[src/rtl/seven_seg_scan_ctrl_pkg.sv]
// Shared seven-segment display constants: active-low {g,f,e,d,c,b,a} glyphs.
package seven_seg_scan_ctrl_pkg;

    localparam int unsigned SEG_W    = 7;
    localparam int unsigned NIBBLE_W = 4;

    localparam logic [SEG_W-1:0] SEG_0   = 7'h40;
    localparam logic [SEG_W-1:0] SEG_1   = 7'h79;
    localparam logic [SEG_W-1:0] SEG_2   = 7'h24;
    localparam logic [SEG_W-1:0] SEG_3   = 7'h30;
    localparam logic [SEG_W-1:0] SEG_4   = 7'h19;
    localparam logic [SEG_W-1:0] SEG_5   = 7'h12;
    localparam logic [SEG_W-1:0] SEG_6   = 7'h02;
    localparam logic [SEG_W-1:0] SEG_7   = 7'h78;
    localparam logic [SEG_W-1:0] SEG_8   = 7'h00;
    localparam logic [SEG_W-1:0] SEG_9   = 7'h10;
    localparam logic [SEG_W-1:0] SEG_A   = 7'h08;
    localparam logic [SEG_W-1:0] SEG_B   = 7'h03;
    localparam logic [SEG_W-1:0] SEG_C   = 7'h46;
    localparam logic [SEG_W-1:0] SEG_D   = 7'h21;
    localparam logic [SEG_W-1:0] SEG_E   = 7'h06;
    localparam logic [SEG_W-1:0] SEG_F   = 7'h0E;
    localparam logic [SEG_W-1:0] SEG_OFF = 7'h7F;

endpackage

[src/rtl/seg7_hex_decode.sv]
// Combinational hex nibble to active-low seven-segment glyph.
module seg7_hex_decode
    import seven_seg_scan_ctrl_pkg::*;
(
    input  logic [NIBBLE_W-1:0] nibble,
    output logic [SEG_W-1:0]    seg_c
);

    always_comb begin
        seg_c = SEG_OFF;
        case (nibble)
            4'h0: seg_c = SEG_0;
            4'h1: seg_c = SEG_1;
            4'h2: seg_c = SEG_2;
            4'h3: seg_c = SEG_3;
            4'h4: seg_c = SEG_4;
            4'h5: seg_c = SEG_5;
            4'h6: seg_c = SEG_6;
            4'h7: seg_c = SEG_7;
            4'h8: seg_c = SEG_8;
            4'h9: seg_c = SEG_9;
            4'hA: seg_c = SEG_A;
            4'hB: seg_c = SEG_B;
            4'hC: seg_c = SEG_C;
            4'hD: seg_c = SEG_D;
            4'hE: seg_c = SEG_E;
            4'hF: seg_c = SEG_F;
            default: seg_c = SEG_OFF;
        endcase
    end

endmodule

[src/rtl/seven_seg_scan_ctrl.sv]
// Multiplexed seven-segment scan controller with frame-synchronous update,
// blanking, leading-zero suppression and anti-ghost interval.
module seven_seg_scan_ctrl
    import seven_seg_scan_ctrl_pkg::*;
#(
    parameter int unsigned NUM_DIGITS      = 4,
    parameter int unsigned TICKS_PER_DIGIT = 50000,
    parameter int unsigned BLANK_TICKS     = 500
) (
    input  logic                           clk,
    input  logic                           rst,
    input  logic [NIBBLE_W*NUM_DIGITS-1:0] data_in,
    input  logic [NUM_DIGITS-1:0]          dp_in,
    input  logic [NUM_DIGITS-1:0]          blank_in,
    input  logic                           lz_en,
    input  logic                           load,
    output logic                           frame_done,
    output logic [NUM_DIGITS-1:0]          anode,
    output logic [SEG_W-1:0]               segLED,
    output logic                           dp
);

    localparam int unsigned TICK_W = (TICKS_PER_DIGIT > 1) ? $clog2(TICKS_PER_DIGIT) : 1;
    localparam int unsigned IDX_W  = $clog2(NUM_DIGITS);
    localparam int unsigned DATA_W = NIBBLE_W * NUM_DIGITS;

    logic [TICK_W-1:0]     tick_q, tick_d;
    logic [IDX_W-1:0]      digit_q, digit_d;
    logic                  tick_wrap, digit_wrap, boundary;

    logic [DATA_W-1:0]     pend_data_q, pend_data_d;
    logic [NUM_DIGITS-1:0] pend_dp_q, pend_dp_d;
    logic [NUM_DIGITS-1:0] pend_blank_q, pend_blank_d;
    logic                  pend_valid_q, pend_valid_d;
    logic [DATA_W-1:0]     act_data_q, act_data_d;
    logic [NUM_DIGITS-1:0] act_dp_q, act_dp_d;
    logic [NUM_DIGITS-1:0] act_blank_q, act_blank_d;

    logic [NUM_DIGITS-1:0] lz_sup;
    logic                  zero_run;
    logic [NIBBLE_W-1:0]   cur_nib;
    logic                  cur_dp, cur_blank, cur_sup;
    logic [NUM_DIGITS-1:0] cur_anode;
    logic [SEG_W-1:0]      dec_seg;

    logic                  frame_done_q, frame_done_d;
    logic [NUM_DIGITS-1:0] anode_q, anode_d;
    logic [SEG_W-1:0]      seg_q, seg_d;
    logic                  dp_q, dp_d;

    // Prescaler and digit index; a frame ends when the last digit's slot wraps.
    always_comb begin
        tick_wrap  = (tick_q == TICK_W'(TICKS_PER_DIGIT - 1));
        digit_wrap = (digit_q == IDX_W'(NUM_DIGITS - 1));
        boundary   = tick_wrap && digit_wrap;
        tick_d     = tick_wrap ? '0 : tick_q + TICK_W'(1);
        digit_d    = digit_q;
        if (tick_wrap) begin
            digit_d = digit_wrap ? '0 : digit_q + IDX_W'(1);
        end
    end

    // Transfer reads the old pending bank, so a coincident load waits one frame.
    always_comb begin
        pend_data_d  = pend_data_q;
        pend_dp_d    = pend_dp_q;
        pend_blank_d = pend_blank_q;
        pend_valid_d = pend_valid_q;
        act_data_d   = act_data_q;
        act_dp_d     = act_dp_q;
        act_blank_d  = act_blank_q;
        if (boundary && pend_valid_q) begin
            act_data_d   = pend_data_q;
            act_dp_d     = pend_dp_q;
            act_blank_d  = pend_blank_q;
            pend_valid_d = 1'b0;
        end
        if (load) begin
            pend_data_d  = data_in;
            pend_dp_d    = dp_in;
            pend_blank_d = blank_in;
            pend_valid_d = 1'b1;
        end
    end

    // Leading-zero mask (digit 0 always shown) and current-digit select.
    always_comb begin
        lz_sup   = '0;
        zero_run = 1'b1;
        for (int k = NUM_DIGITS - 1; k >= 0; k--) begin
            zero_run = zero_run && (act_data_q[k*NIBBLE_W +: NIBBLE_W] == '0);
            if (k > 0) begin
                lz_sup[k] = lz_en && zero_run;
            end
        end
        cur_nib   = '0;
        cur_dp    = 1'b0;
        cur_blank = 1'b0;
        cur_sup   = 1'b0;
        cur_anode = '1;
        for (int k = 0; k < NUM_DIGITS; k++) begin
            if (digit_q == IDX_W'(k)) begin
                cur_nib      = act_data_q[k*NIBBLE_W +: NIBBLE_W];
                cur_dp       = act_dp_q[k];
                cur_blank    = act_blank_q[k];
                cur_sup      = lz_sup[k];
                cur_anode[k] = 1'b0;
            end
        end
    end

    seg7_hex_decode u_dec (
        .nibble (cur_nib),
        .seg_c  (dec_seg)
    );

    // Output image for the next cycle; anodes stay off during the anti-ghost window.
    always_comb begin
        frame_done_d = boundary;
        anode_d      = '1;
        seg_d        = SEG_OFF;
        dp_d         = 1'b1;
        if (tick_q >= TICK_W'(BLANK_TICKS)) begin
            anode_d = cur_anode;
            if (!cur_blank) begin
                dp_d = ~cur_dp;
                if (!cur_sup) begin
                    seg_d = dec_seg;
                end
            end
        end
    end

    always_ff @(posedge clk) begin
        if (rst) begin
            tick_q       <= '0;
            digit_q      <= '0;
            pend_data_q  <= '0;
            pend_dp_q    <= '0;
            pend_blank_q <= '0;
            pend_valid_q <= 1'b0;
            act_data_q   <= '0;
            act_dp_q     <= '0;
            act_blank_q  <= '0;
            frame_done_q <= 1'b0;
            anode_q      <= '1;
            seg_q        <= SEG_OFF;
            dp_q         <= 1'b1;
        end else begin
            tick_q       <= tick_d;
            digit_q      <= digit_d;
            pend_data_q  <= pend_data_d;
            pend_dp_q    <= pend_dp_d;
            pend_blank_q <= pend_blank_d;
            pend_valid_q <= pend_valid_d;
            act_data_q   <= act_data_d;
            act_dp_q     <= act_dp_d;
            act_blank_q  <= act_blank_d;
            frame_done_q <= frame_done_d;
            anode_q      <= anode_d;
            seg_q        <= seg_d;
            dp_q         <= dp_d;
        end
    end

    assign frame_done = frame_done_q;
    assign anode      = anode_q;
    assign segLED     = seg_q;
    assign dp         = dp_q;

endmodule

[config.mk]
export PLATFORM = sky130hd
export DESIGN_NAME = seven_seg_scan_ctrl
export DESIGN_NICKNAME = d
export VERILOG_FILES = /design/src/rtl/seven_seg_scan_ctrl_pkg.sv /design/src/rtl/seg7_hex_decode.sv /design/src/rtl/seven_seg_scan_ctrl.sv
export SDC_FILE = /design/constraint.sdc
export NUM_CORES = 1
export LEC_CHECK = 0
export ABC_AREA = 0
export BUFFER_PORTS_ARGS = -buffer_cell sky130_fd_sc_hd__buf_2
export CAP_MARGIN = 20
export CORE_UTILIZATION = 50
export DETAILED_ROUTE_END_ITERATION = 7
export MAX_ROUTING_LAYER = met4
export PLACE_DENSITY = 0.7
export SLEW_MARGIN = 20
export SYNTH_ARGS = -nofsm -noshare
export SYNTH_HDL_FRONTEND = slang
export SYNTH_SLANG_ARGS = --single-unit
[constraint.sdc]
create_clock -name clk -period 2.9 [get_ports clk]
set_input_delay 0.29 -clock clk [delete_from_list [all_inputs] [get_ports clk]]
set_output_delay 0.29 -clock clk [all_outputs]
set_load 0.02 [all_outputs]
Word-level counts from Yosys, hierarchy flattened
Memory sizes are Yosys's and may differ from the RTL's. A register that Yosys moved wholly into a read port is not among the register bits.
Index checks and enable logic that the tools add are counted.
{ "word_totals": {"ff_bits": 73, "mem_bits_ro": 112, "inputBits": 28, "elab_cells": 60, "memories": 1} }
{ "memory_table": {"columns": ["memory", "depth", "word_bits", "rd", "rd_clocked_by_memory_dff", "write_ports", "line_no", "rtl"], "rows": [
  ["(no name shown)", 16, 7, 1, 1, 0, "seg7_hex_decode.sv:11", "case (nibble)"]
]} }
{ "classes": {"addsub": 2, "order_cmp": 1, "eq_ne": 4, "muxes": 22, "bitwise": 2, "reduce_logical": 16} }
{ "ops": {"columns": ["op", "n"], "rows": [
  ["$mux 1", 17],
  ["$add 16x1->16 const B", 1],
  ["$eq 16x16->1 const B", 1],
  ["$ge 16x9->1 const B", 1],
  ["$mux 4", 4],
  ["$logic_not 4->1", 3],
  ["$logic_and 1x1->1", 7],
  ["$eq 2x2->1 const B", 2],
  ["$reduce_or 2->1", 2],
  ["$reduce_or 4->1", 1],
  ["$reduce_or 3->1", 1],
  ["$add 2x1->2 const B", 1],
  ["$eq 2x1->1 const B", 1],
  ["$logic_not 2->1", 1],
  ["$mux 2", 1],
  ["$not 1->1", 2],
  ["$reduce_bool 2->1", 1]
]} }

Longest topological paths before layout
{ "depth": {"ltp_word": 8, "ltp_mapped": 10} }

Modules after synthesis
Synthesis repeated with hierarchy kept, for this count alone.
{ "unflattened": {"hier_cells": 396, "hier_area_um2": 3641.0} }
{ "modules_own_cells": {"columns": ["mod", "instances", "cells_each", "area_per_inst_um2"], "rows": [
  ["seven_seg_scan_ctrl", 1, 364, 3365.7],
  ["seg7_hex_decode", 1, 32, 275.3]
]} }

Worst setup path before layout
No wires, ideal clock.
{ "synth_timing": {"kind": "register to register", "startpoint": "register digit_q[1]", "endpoint": "register seg_q[3], in the netlist segLED[3]", "arrival_time_ns": 2.250, "path_slack_ns": 0.508, "stages_incl_launch_ff": 11, "n_path_buf": 1, "cell_sequence": "dfxtp_1 inv_1 ha_1 clkbuf_1 nand3b_1 a221oi_1 inv_1 ha_1 nand2_1 o211ai_1 o311ai_0"} }
{ "synth_via": {"elab_chain_len": 6} }
{ "synth_rtl": {"columns": ["element", "line_no", "rtl"], "rows": [
  ["from (decl)", "seven_seg_scan_ctrl.sv:28", "logic [IDX_W-1:0] digit_q, digit_d;"],
  ["from (signal assigned)", "seven_seg_scan_ctrl.sv:151", "digit_q <= digit_d;"],
  ["$logic_not 2->1", "seven_seg_scan_ctrl.sv:102", "if (digit_q == IDX_W'(k)) begin"],
  ["$mux 1 (4 in series)", "seven_seg_scan_ctrl.sv:102", null],
  ["$reduce_or 4->1 (no line)", null, null],
  ["to (decl)", "seven_seg_scan_ctrl.sv:48", "logic [SEG_W-1:0] seg_q, seg_d;"]
]} }
Parallel ways exist; a longest one is shown, timed or not.
A chain may end at the register's enable or synchronous reset.

Final worst setup path
{ "layout_timing": {"startpoint": "register tick_q[12]", "endpoint": "register act_data_q[9]"} }
{ "layout_via": {"elab_chain_len": 3} }
{ "layout_rtl": {"columns": ["element", "line_no", "rtl"], "rows": [
  ["from (decl)", "seven_seg_scan_ctrl.sv:27", "logic [TICK_W-1:0] tick_q, tick_d;"],
  ["from (signal assigned)", "seven_seg_scan_ctrl.sv:150", "tick_q <= tick_d;"],
  ["$eq 16x16->1", "seven_seg_scan_ctrl.sv:53", "tick_wrap = (tick_q == TICK_W'(TICKS_PER_DIGIT - 1));"],
  ["$logic_and 1x1->1", "seven_seg_scan_ctrl.sv:55", "boundary = tick_wrap && digit_wrap;"],
  ["$logic_and 1x1->1", "seven_seg_scan_ctrl.sv:72", "if (boundary && pend_valid_q) begin"],
  ["to (signal assigned)", "seven_seg_scan_ctrl.sv:156", "act_data_q <= act_data_d;"],
  ["to (decl)", "seven_seg_scan_ctrl.sv:35", "logic [DATA_W-1:0] act_data_q, act_data_d;"]
]} }
Every way passes these cells.

==> flow_summary.json <==
{
  "worst_slew_pin_slew_ns": 0.993,
  "r2r_slack_ns": 0.36,
  "syn_inst": 393,
  "grt_usage": 0.199,
  "ys_top_cells_by_count": "80 x dfxtp_1, 62 x nand2_1, 52 x nor2_1, 24 x mux2i_1, 23 x a21oi_1",
  "p_leak_nw": 1.49,
  "synth_cell_types": 42,
  "period_share": 0.874,
  "critical_path.most_common_cell": "or4_4",
  "yosysTopAreaCell": "dfxtp_1",
  "clock_sinks": 80,
  "n_antenna_cell": 0,
  "coreArea_sq_mm": 0.00676,
  "h-tree-depth": 3,
  "slew_violations": 0,
  "cts.path.max_buffers": 2,
  "synth-seq-cells": 80,
  "critPathRequiredTime_ns": 3.10,
  "drtPass1Iterations": 4,
  "syn_to_final_growth_pct": 12.7,
  "final-hold-violation-count": 0,
  "post_dp_cell_area_sq_mm": 0.00370,
  "postLayoutCellArea_sq_mm": 0.00392,
  "crit_chain": "or4_4 > or4_4 > or2_1 > nand2_1 > a21oi_1",
  "synth-edff-count": 0,
  "fin_hold_ws_ns": 0.173,
  "powerDensity_mw_per_mm2": 543,
  "startpoint_type": "flop",
  "worstSetupPathType": "reg -> reg",
  "synth_area_per_cell_sq_um": 8.84,
  "cp_max_fo": 24,
  "peakVddDrop_mv": 0.335,
  "drive_above_1_share": 0.194,
  "gp_congestion": 0.838,
  "wl_per_cell_um": 12.6,
  "ioPinCount": 41,
  "detail-route-antenna-nets": 0,
  "initialDrtViolationCount": 78,
  "yosysMostFrequentCell": "dfxtp_1",
  "synth-main-ff-cell": "dfxtp_1",
  "insertion_delay_ns": 0.35,
  "ys_top_cells_by_area": "dfxtp_1 46%, mux2i_1 6.9%, nand2_1 6.7%",
  "grt_pass1_wl_um": 11000,
  "antenna_found_initial": 0,
  "dpl.hpwl_um": 4320,
  "critPathTopFamily": "simple AND/OR/NAND/NOR gates",
  "r2r-start": "tick_q[12]",
  "fin_crit_ns": 2.54,
  "grt_max_degree": 56,
  "critPathCaptureType": "flop",
  "finalClockSkew_ns": 0.00676,
  "die_h_um": 85.4,
  "io_buffers": 40,
  "fill_cells": 649,
  "maxSlewHeadroom": 0.338,
  "critPathBufInv": 0,
  "min_path_type": "in -> reg",
  "slowest_delay_ns": 0.59,
  "r2r_end": "act_data_q[9]",
  "die_w_um": 85.4,
  "numCtsBuffers": 9,
  "syn_area_sq_mm": 0.00348,
  "path_depth": 5,
  "post_cts_resize_count": 0,
  "async_reset_ff_frac": 0,
  "num_vias": 2682,
  "drt_wl_total_um": 6470,
  "grt_pass1_vias": 2489,
  "maxCapViolCount": 0,
  "worstSetupStartpoint": "tick_q[12]",
  "seqCellArea_sq_mm": 0.00160,
  "crit_path_top_delay_cell": "or4_4",
  "multiInputGateArea_sq_mm": 0.00171,
  "fp.dieArea_sq_mm": 0.00729,
  "fmax_ghz": 0.394,
  "cp.arrival_ns": 2.74,
  "grt_overflow": 0,
  "yosys_warnings": 0,
  "fin_nets": 467,
  "grt_setup_unrepaired": "no",
  "yosysSeqAreaShare": 0.461,
  "viasPerCell": 5.24,
  "synth_nets": 433,
  "clkTransAtPathRegs_ns": 0.08,
  "reg2reg_depth": 5,
  "post_cts.repair.setup_buffers": 0,
  "status": "finished, final reports clean",
  "setup_viol": 0,
  "core.rowCount": 30,
  "synth_top_area_share": 0.461,
  "setup_tns_ns": 0,
  "hold_buffers": 0,
  "cts_tree": "built",
  "start_util": 0.514,
  "route.detailed.drc": 0,
  "endpoint": "act_data_q[9]",
  "cts_root_buffer": "clkbuf_8"
}
-- worst min path at each step --
stage | from | end | slack, ns | cells after the start
3_5_place_dp | pend_data_q[9] | act_data_q[9] | 0.45 | 2
3_3_place_gp | act_dp_q[3] | act_dp_q[3] | 0.44 | 2
6_report | data_in[1] | pend_data_q[1] | 0.17 | 3
4_1_cts | blank_in[0] | pend_blank_q[0] | 0.16 | 3
2_1_floorplan | rst | dp | 0.42 | 2
5_1_grt | blank_in[0] | pend_blank_q[0] | 0.17 | 3
-- placed cells by master, fill, tap and decap left out, types with 3 or more instances in the layout --
| cell | n |
|---|---|
| a211oi_1 | 4 |
| a21oi_1 | 23 |
| a21oi_2 | 10 |
| a221o_1 | 3 |
| a221oi_1 | 3 |
| and3_1 | 3 |
| buf_2 | 40 |
| buf_4 | 5 |
| clkbuf_8 | 10 |
| dfxtp_1 | 80 |
| ha_1 | 12 |
| inv_1 | 13 |
| mux2i_1 | 24 |
| nand2_1 | 62 |
| nand2_2 | 10 |
| nand3_1 | 10 |
| nand3b_1 | 6 |
| nand4_1 | 3 |
| nor2_1 | 52 |
| nor3_1 | 5 |
| nor3b_1 | 5 |
| nor4_1 | 5 |
| o211ai_1 | 3 |
| o21ai_0 | 3 |
| o311ai_0 | 3 |
| xnor2_1 | 6 |
| xor2_1 | 7 |
-- where the power goes --
part           internal (mW)  switching (mW)
Clock                  0.512           0.396
Combinational         0.0386          0.0439
Sequential              1.12          0.0152
-- stage by stage --
| stage | total power [mW] | setup slack [ns] | utilization | std cells |
|---|---|---|---|---|
| after floorplan | 1.22 | 0.508 | - | 393 |
| after global placement | 1.24 | 0.423 | 0.547 | 496 |
| after detailed placement | 1.25 | 0.404 | 0.547 | 496 |
| after CTS | 2.15 | 0.354 | 0.580 | 512 |
| after global routing | 2.22 | 0.249 | 0.580 | 512 |
| final | 2.13 | 0.364 | 0.580 | 512 |
-- tightest hold or removal path: stages --
cell     delay, ns
buf_2         0.07
mux2i_1       0.05
nor2_1        0.07
-- cell families after synthesis --
kind of cell | count (synthesis) | synth area share
compound gates | 58 | 0.116
xor+xnor | 13 | 0.0328
fa+ha+maj | 12 | 0.0432
buf+inv | 35 | 0.0479
flops | 80 | 0.461
mux | 24 | 0.0691
simple gates | 171 | 0.230
-- flip-flops by register name (all words and copies together), names as in the netlist --
name / cells
act_blank_q: 4
act_data_q: 16
act_dp_q: 4
anode: 4
digit_q: 2
dp: 1
frame_done: 1
pend_blank_q: 4
pend_data_q: 16
pend_dp_q: 4
pend_valid_q: 1
segLED: 7
tick_q: 16
-- layer usage --
metal | routed length, um | global-route usage
met5 | 0 | -
met4 | 133 | 0.0985
met3 | 243 | 0.0545
met2 | 2930 | 0.312
met1 | 3160 | 0.237
-- layout make-up --
| class | count | area share |
|---|---|---|
| clock buffers | 12 | 0.0370 |
| clock inverters | 4 | 0.0195 |
| multi-input cells | 278 | 0.436 |
| inverters | 13 | 0.0125 |
| well taps | 80 | 0.0256 |
| repair buffers | 45 | 0.0607 |
| flip-flops and latches | 80 | 0.409 |
No activity file was read; power rests on OpenSTA's default activity.
